File: config.mk
export PLATFORM = sky130hd
export DESIGN_NAME = tdp_ram_be_pipe_flat
export DESIGN_NICKNAME = d
export VERILOG_FILES = /design/src/rtl/tdp_ram_be_pipe_if.sv /design/src/rtl/tdp_ram_be_pipe.sv /design/src/flat_wrapper.sv
export SDC_FILE = /design/constraint.sdc
export NUM_CORES = 2
export LEC_CHECK = 0
export ABC_AREA = 1
export BUFFER_PORTS_ARGS = -buffer_cell sky130_fd_sc_hd__buf_2
export CAP_MARGIN = 15
export CORE_UTILIZATION = 40
export CTS_CLUSTER_SIZE = 20
export DETAILED_ROUTE_END_ITERATION = 8
export PLACE_DENSITY_LB_ADDON = 0.15
export SLEW_MARGIN = 20
export SYNTH_ARGS = -nofsm -noshare
export SYNTH_HDL_FRONTEND = slang
export SYNTH_SLANG_ARGS = --single-unit
export TNS_END_PERCENT = 1
File: constraint.sdc
create_clock -name clk -period 3.4 [get_ports clk]
set_input_delay 0.51 -clock clk [delete_from_list [all_inputs] [get_ports clk]]
set_output_delay 0.51 -clock clk [all_outputs]
set_load 0.01 [all_outputs]
File: src/rtl/tdp_ram_be_pipe_if.sv
// Bus bundle for tdp_ram_be_pipe: both access ports, status and collision flag.
// The master drives the two access ports; the slave is the RAM.
interface tdp_ram_be_pipe_if #(
  parameter int data_wd = 48,
  parameter int add_wd  = 4,
  parameter int be_wd   = 6
);
  logic               init_busy;
  logic               cs_a, rnw_a, a_valid;
  logic [be_wd-1:0]   be_a;
  logic [add_wd-1:0]  a_add;
  logic [data_wd-1:0] a_data_in, a_data_out;
  logic               cs_b, rnw_b, b_valid;
  logic [be_wd-1:0]   be_b;
  logic [add_wd-1:0]  b_add;
  logic [data_wd-1:0] b_data_in, b_data_out;
  logic               collision;

  modport master (
    output cs_a, rnw_a, be_a, a_add, a_data_in,
    output cs_b, rnw_b, be_b, b_add, b_data_in,
    input  a_data_out, a_valid, b_data_out, b_valid, collision, init_busy
  );

  modport slave (
    input  cs_a, rnw_a, be_a, a_add, a_data_in,
    input  cs_b, rnw_b, be_b, b_add, b_data_in,
    output a_data_out, a_valid, b_data_out, b_valid, collision, init_busy
  );
endinterface

File: src/rtl/tdp_ram_be_pipe.sv
// True dual port RAM with byte enables, read-during-write modes, optional
// output register, same-address collision flag and a post-reset clear.
module tdp_ram_be_pipe #(
  parameter int data_wd    = 48,
  parameter int add_wd     = 4,
  parameter int byte_wd    = 8,
  parameter int rd_mode    = 0,
  parameter int out_reg    = 0,
  parameter int init_clear = 1
) (
  input  logic                clk,
  input  logic                rst,
  tdp_ram_be_pipe_if.slave    bus
);
  localparam int be_wd = data_wd / byte_wd;
  localparam int depth = 1 << add_wd;

  typedef enum logic {CLEAR, READY} state_t;

  state_t              state, state_nxt;
  logic [add_wd-1:0]   ptr, ptr_nxt;
  logic [data_wd-1:0]  mem [depth];

  logic                acc_a, acc_b, wr_a, wr_b;
  logic [data_wd-1:0]  old_a, old_b;
  logic                nv_a, nv_b;
  logic [data_wd-1:0]  nd_a, nd_b;
  logic                v1_a, v1_b;
  logic [data_wd-1:0]  d1_a, d1_b;

  function automatic logic [data_wd-1:0] merge(input logic [data_wd-1:0] old,
                                               input logic [data_wd-1:0] din,
                                               input logic [be_wd-1:0]   be);
    logic [data_wd-1:0] r;
    r = old;
    for (int i = 0; i < be_wd; i++)
      if (be[i]) r[i*byte_wd +: byte_wd] = din[i*byte_wd +: byte_wd];
    return r;
  endfunction

  // NOTE: state registers use non-blocking assignments so every flop samples pre-edge values.
  always_ff @(posedge clk or posedge rst) begin
    if (rst) begin
      state <= (init_clear != 0) ? CLEAR : READY;
      ptr   <= '0;
    end else begin
      state <= state_nxt;
      ptr   <= ptr_nxt;
    end
  end

  // NOTE: defaults first in always_comb so no path leaves a signal unassigned (no latch).
  always_comb begin
    state_nxt = state;
    ptr_nxt   = ptr;
    if (state == CLEAR) begin
      ptr_nxt = ptr + 1'b1;
      if (ptr == add_wd'(depth - 1)) state_nxt = READY;
    end
  end

  assign bus.init_busy = (state == CLEAR);

  assign acc_a = bus.cs_a && (state == READY);
  assign acc_b = bus.cs_b && (state == READY);
  assign wr_a  = acc_a && !bus.rnw_a;
  assign wr_b  = acc_b && !bus.rnw_b;
  assign old_a = mem[bus.a_add];
  assign old_b = mem[bus.b_add];

  // NOTE: the array has no reset; clearing is done by the sequencer, one word per cycle.
  // Port B's byte writes are issued last, so it wins on bytes both ports enable.
  always_ff @(posedge clk) begin
    if (state == CLEAR) begin
      mem[ptr] <= '0;
    end else begin
      for (int i = 0; i < be_wd; i++)
        if (wr_a && bus.be_a[i])
          mem[bus.a_add][i*byte_wd +: byte_wd] <= bus.a_data_in[i*byte_wd +: byte_wd];
      for (int i = 0; i < be_wd; i++)
        if (wr_b && bus.be_b[i])
          mem[bus.b_add][i*byte_wd +: byte_wd] <= bus.b_data_in[i*byte_wd +: byte_wd];
    end
  end

  // Read data always comes from the pre-edge array, so a reader colliding
  // with the other port's write returns the old word in every mode.
  assign nv_a = acc_a && (bus.rnw_a || rd_mode != 2);
  assign nv_b = acc_b && (bus.rnw_b || rd_mode != 2);
  assign nd_a = (bus.rnw_a || rd_mode == 0) ? old_a : merge(old_a, bus.a_data_in, bus.be_a);
  assign nd_b = (bus.rnw_b || rd_mode == 0) ? old_b : merge(old_b, bus.b_data_in, bus.be_b);

  always_ff @(posedge clk or posedge rst) begin
    if (rst) begin
      v1_a          <= 1'b0;
      v1_b          <= 1'b0;
      d1_a          <= '0;
      d1_b          <= '0;
      bus.collision <= 1'b0;
    end else begin
      v1_a          <= nv_a;
      v1_b          <= nv_b;
      if (nv_a) d1_a <= nd_a;
      if (nv_b) d1_b <= nd_b;
      bus.collision <= acc_a && acc_b && (bus.a_add == bus.b_add) && (wr_a || wr_b);
    end
  end

  generate
    if (out_reg != 0) begin : g_pipe
      logic               v2_a, v2_b;
      logic [data_wd-1:0] d2_a, d2_b;
      always_ff @(posedge clk or posedge rst) begin
        if (rst) begin
          v2_a <= 1'b0;
          v2_b <= 1'b0;
          d2_a <= '0;
          d2_b <= '0;
        end else begin
          v2_a <= v1_a;
          v2_b <= v1_b;
          if (v1_a) d2_a <= d1_a;
          if (v1_b) d2_b <= d1_b;
        end
      end
      assign bus.a_valid    = v2_a;
      assign bus.b_valid    = v2_b;
      assign bus.a_data_out = d2_a;
      assign bus.b_data_out = d2_b;
    end else begin : g_direct
      assign bus.a_valid    = v1_a;
      assign bus.b_valid    = v1_b;
      assign bus.a_data_out = d1_a;
      assign bus.b_data_out = d1_b;
    end
  endgenerate
endmodule
File: src/flat_wrapper.sv
// flat-port wrapper written by rule: the top's interface ports become plain ports
module tdp_ram_be_pipe_flat 
#(
  parameter int data_wd    = 48,
  parameter int add_wd     = 4,
  parameter int byte_wd    = 8,
  parameter int rd_mode    = 0,
  parameter int out_reg    = 0,
  parameter int init_clear = 1
)
  (clk, rst, bus_cs_a, bus_rnw_a, bus_be_a, bus_a_add, bus_a_data_in, bus_cs_b, bus_rnw_b, bus_be_b, bus_b_add, bus_b_data_in, bus_a_data_out, bus_a_valid, bus_b_data_out, bus_b_valid, bus_collision, bus_init_busy);
  tdp_ram_be_pipe_if #(.data_wd(data_wd), .add_wd(add_wd)) bus_i ();
  input  logic clk;
  input  logic rst;
  input wire logic [$bits(bus_i.cs_a)-1:0] bus_cs_a;
  input wire logic [$bits(bus_i.rnw_a)-1:0] bus_rnw_a;
  input wire logic [$bits(bus_i.be_a)-1:0] bus_be_a;
  input wire logic [$bits(bus_i.a_add)-1:0] bus_a_add;
  input wire logic [$bits(bus_i.a_data_in)-1:0] bus_a_data_in;
  input wire logic [$bits(bus_i.cs_b)-1:0] bus_cs_b;
  input wire logic [$bits(bus_i.rnw_b)-1:0] bus_rnw_b;
  input wire logic [$bits(bus_i.be_b)-1:0] bus_be_b;
  input wire logic [$bits(bus_i.b_add)-1:0] bus_b_add;
  input wire logic [$bits(bus_i.b_data_in)-1:0] bus_b_data_in;
  output wire logic [$bits(bus_i.a_data_out)-1:0] bus_a_data_out;
  output wire logic [$bits(bus_i.a_valid)-1:0] bus_a_valid;
  output wire logic [$bits(bus_i.b_data_out)-1:0] bus_b_data_out;
  output wire logic [$bits(bus_i.b_valid)-1:0] bus_b_valid;
  output wire logic [$bits(bus_i.collision)-1:0] bus_collision;
  output wire logic [$bits(bus_i.init_busy)-1:0] bus_init_busy;
  assign bus_i.cs_a = bus_cs_a;
  assign bus_i.rnw_a = bus_rnw_a;
  assign bus_i.be_a = bus_be_a;
  assign bus_i.a_add = bus_a_add;
  assign bus_i.a_data_in = bus_a_data_in;
  assign bus_i.cs_b = bus_cs_b;
  assign bus_i.rnw_b = bus_rnw_b;
  assign bus_i.be_b = bus_be_b;
  assign bus_i.b_add = bus_b_add;
  assign bus_i.b_data_in = bus_b_data_in;
  assign bus_a_data_out = bus_i.a_data_out;
  assign bus_a_valid = bus_i.a_valid;
  assign bus_b_data_out = bus_i.b_data_out;
  assign bus_b_valid = bus_i.b_valid;
  assign bus_collision = bus_i.collision;
  assign bus_init_busy = bus_i.init_busy;
  tdp_ram_be_pipe #(.data_wd(data_wd), .add_wd(add_wd), .byte_wd(byte_wd), .rd_mode(rd_mode), .out_reg(out_reg), .init_clear(init_clear)) u_core (.clk(clk), .rst(rst), .bus(bus_i));
endmodule
==> flow_summary.ini <==
[setup_path]
ff2ff_setup_slack_ps = 260
cp.arrival_ps = 3480
start_kind = flip-flop
reg2reg_depth = 10
timing.rr.end = u_core.mem[3][38]
endpoint_kind = flip-flop
crit_start = u_core.state
rr_startpoint = u_core.state
cp_max_fo = 10
path_class = reg -> reg
endpoint = u_core.mem[3][38]
required_ps = 3740

[clock_network]
cts-root-buf = clkbuf_16
clk_latency_ps = 710
cts_sinks = 872
clock_path_buffers = 3
post-cts-setup-buffer-count = 0
cts_tree = built
path_clk_slew_ps = 80
cts_made_buffers = 100
h-tree-depth = 3

[routing]
drc = 0
wirelength_um = 195700
wl_per_cell_um = 25.52
final_antenna_net_count = 0
drtPass1Iterations = 6
via_per_inst = 5.969
dr_total_vias = 45760
drtIter0Drc = 6167

[sta]
hold_violations = 0
rsz0062_at_grt = no
worst_pin_slew_ps = 1191
fmax_mhz = 318.1
fin_crit_ps = 3144
fin_crit_sh_pct = 92.47
setup-tns-final_ps = 0
clock-skew-final_ps = 40.00
holdWs_ps = 323.1
setup_viol = 0
drv_slew = 0
maxSlewHeadroom_pct = 20.61

[logic_synthesis]
synth_nets = 6150
synth_area_leaders = edfxtp_1 (46%), nand2_1 (11%), a21oi_1 (9.5%)
yosys.area.top_type = edfxtp_1
synthSimpleGateAreaFrac_pct = 25.91
ys_seq_elements = 872
synth_top_area_share_pct = 46.41
synth_top_family_by_area = simple AND/OR/NAND/NOR gates
synth_compound_area_share_pct = 17.25
synth_edf_count = 768
syn_inst = 6027
synthXorXnorAreaFrac_pct = 0.05288
synth_common_cells = nand2_1 (1476), nor2_1 (971), a21oi_1 (948)
yosysMostFrequentCell = nand2_1
ys_async_sr_fraction_pct = 11.93
yosys_warnings = 0
synth_flop_cell = edfxtp_1
synth-seq-area-share_pct = 51.65
yosys.cell_types.count = 34
avgSynthCellArea_um2 = 8.245
synth.area.mux_share_pct = 0
synthesis.area_um2 = 49690
synth_fa_ha_area_share_pct = 0.02518

[layout]
nets = 6075
fin_util_pct = 45.09
multiInputGateArea_um2 = 21530
area_growth_pct = 11.17
regArea_um2 = 25660
drive_above_1_share_pct = 12.20
fillerInstances = 11900

[run_status]
status = finished, final reports clean

[floorplanning]
dieArea_um2 = 125600
die_h_um = 354.5
core_area_um2 = 122500
start_util_pct = 40.56
fp.dieW_um = 354.5
fp-row-count = 128
ios = 222

[placed_design]
placement.io_buffers = 221
routabilityCongestion = 0.8736
place_hpwl_um = 120100

[global_route]
grt_usage_pct = 30.32
grt_pass1_wl_um = 285000
antenna_found_initial = 9
grt_pass1_vias = 42700
grt_max_degree = 141
overflow = 0

[min_path]
hold_path_class = in -> reg
min_from = bus_a_data_in[40]

[power]
power_density_nw_per_um2 = 476.6
p_leak_nw = 22.71
peakVddDrop_mv = 0.3637

[job]
max_cap_violations = 0
## stage by stage
step / cell area [µm²] / total power, mW / setup slack, ps / std cells
floorplan: 49690 / 14.23 / 157.8 / 6027
global placement: 51970 / 15.52 / 326.3 / 7473
detailed placement: 52000 / 15.56 / 333.0 / 7474
CTS: 55240 / 26.35 / 403.8 / 7664
global route: 55240 / 27.05 / 167.4 / 7664
finish: 55240 / 26.33 / 256.0 / 7666
## power breakdown
group | internal (mW) | switching (mW)
combinational | 0.895 | 2.46
sequential | 11.9 | 0.124
clock | 6.25 | 4.68
total | 19.1 | 7.26
## layout by cell type (no fill, tap or decap), types with 20 or more instances in the layout
cell type	synthesis	routed
clkbuf_1	350	25
a21oi_2	60	60
nand3_1	530	530
nand2_1	1476	1476
clkinv_2	0	22
a22oi_1	384	384
dfrtp_1	104	104
o31ai_1	48	48
nand2_4	20	20
buf_12	0	21
buf_2	78	217
nor2_1	971	966
clkbuf_16	0	102
edfxtp_1	768	768
nand2_2	78	78
buf_4	26	140
a21oi_1	948	948
## cell families after synthesis
kind of cell,count (synthesis)
and+or+nand+nor,3113
AOI/OAI and AO/OA,1448
xor gates and xnor gates,3
DFF,872
adders and majority gates,1
buffers and inverters,590
## registers in the layout, summed over array words and instances, names as in the netlist
name and count:
u_core.mem 768, u_core.bus.a_data_out 48, u_core.bus.b_data_out 48, u_core.ptr 4, u_core.bus.a_valid 1, u_core.bus.b_valid 1, u_core.bus.collision 1, u_core.state 1
## how the worst min path moves through the flow
stage,end,slack (ps),cells after the start
floorplan,u_core.state,490,2
global placement,u_core.bus.b_data_out[32],480,2
detailed placement,u_core.bus.b_data_out[41],500,2
CTS,u_core.bus.collision,260,4
global route,u_core.bus.collision,320,4
finish,u_core.mem[13][40],320,3
## what timing repair did
| item | CTS | global route |
|---|---|---|
| setup endpoints to repair | 0 | 0 |
| gates resized for setup | 0 | 0 |
| hold endpoints to repair | 50 | 0 |
| hold buffers | 1 | 0 |
## cell type report
type	instances	area share, %
Multi-Input combinational cell	4565	38.97
Tap cell	1625	3.680
Antenna cell	2	0.009060
Clock inverter	52	0.8108
Inverter	31	0.2808
Clock buffer	137	5.039
Timing Repair Buffer	382	4.750
Sequential cell	872	46.46
## critical path, cell delays in order (launching register included)
cell and delay [ps]:
dfrtp_1 560, nand2_4 120, nor2_8 270, o21ai_2 230
buf_4 220, nand4_1 90, nand2_1 130, nor2_4 410
buf_4 280, nand3_1 100, nand2_1 370
## routing by layer
metal	vias to the layer above	part of all wire, %	routed length, µm	global-route usage (%)
met5	-	0.017	33	0
met4	6	3.7	7261	11.89
met3	380	11	21880	6.519
met2	2757	44	86730	46.11
met1	21870	41	79740	42.11
li1	20740	-	-	-
(Power assumes the default switching activity.)
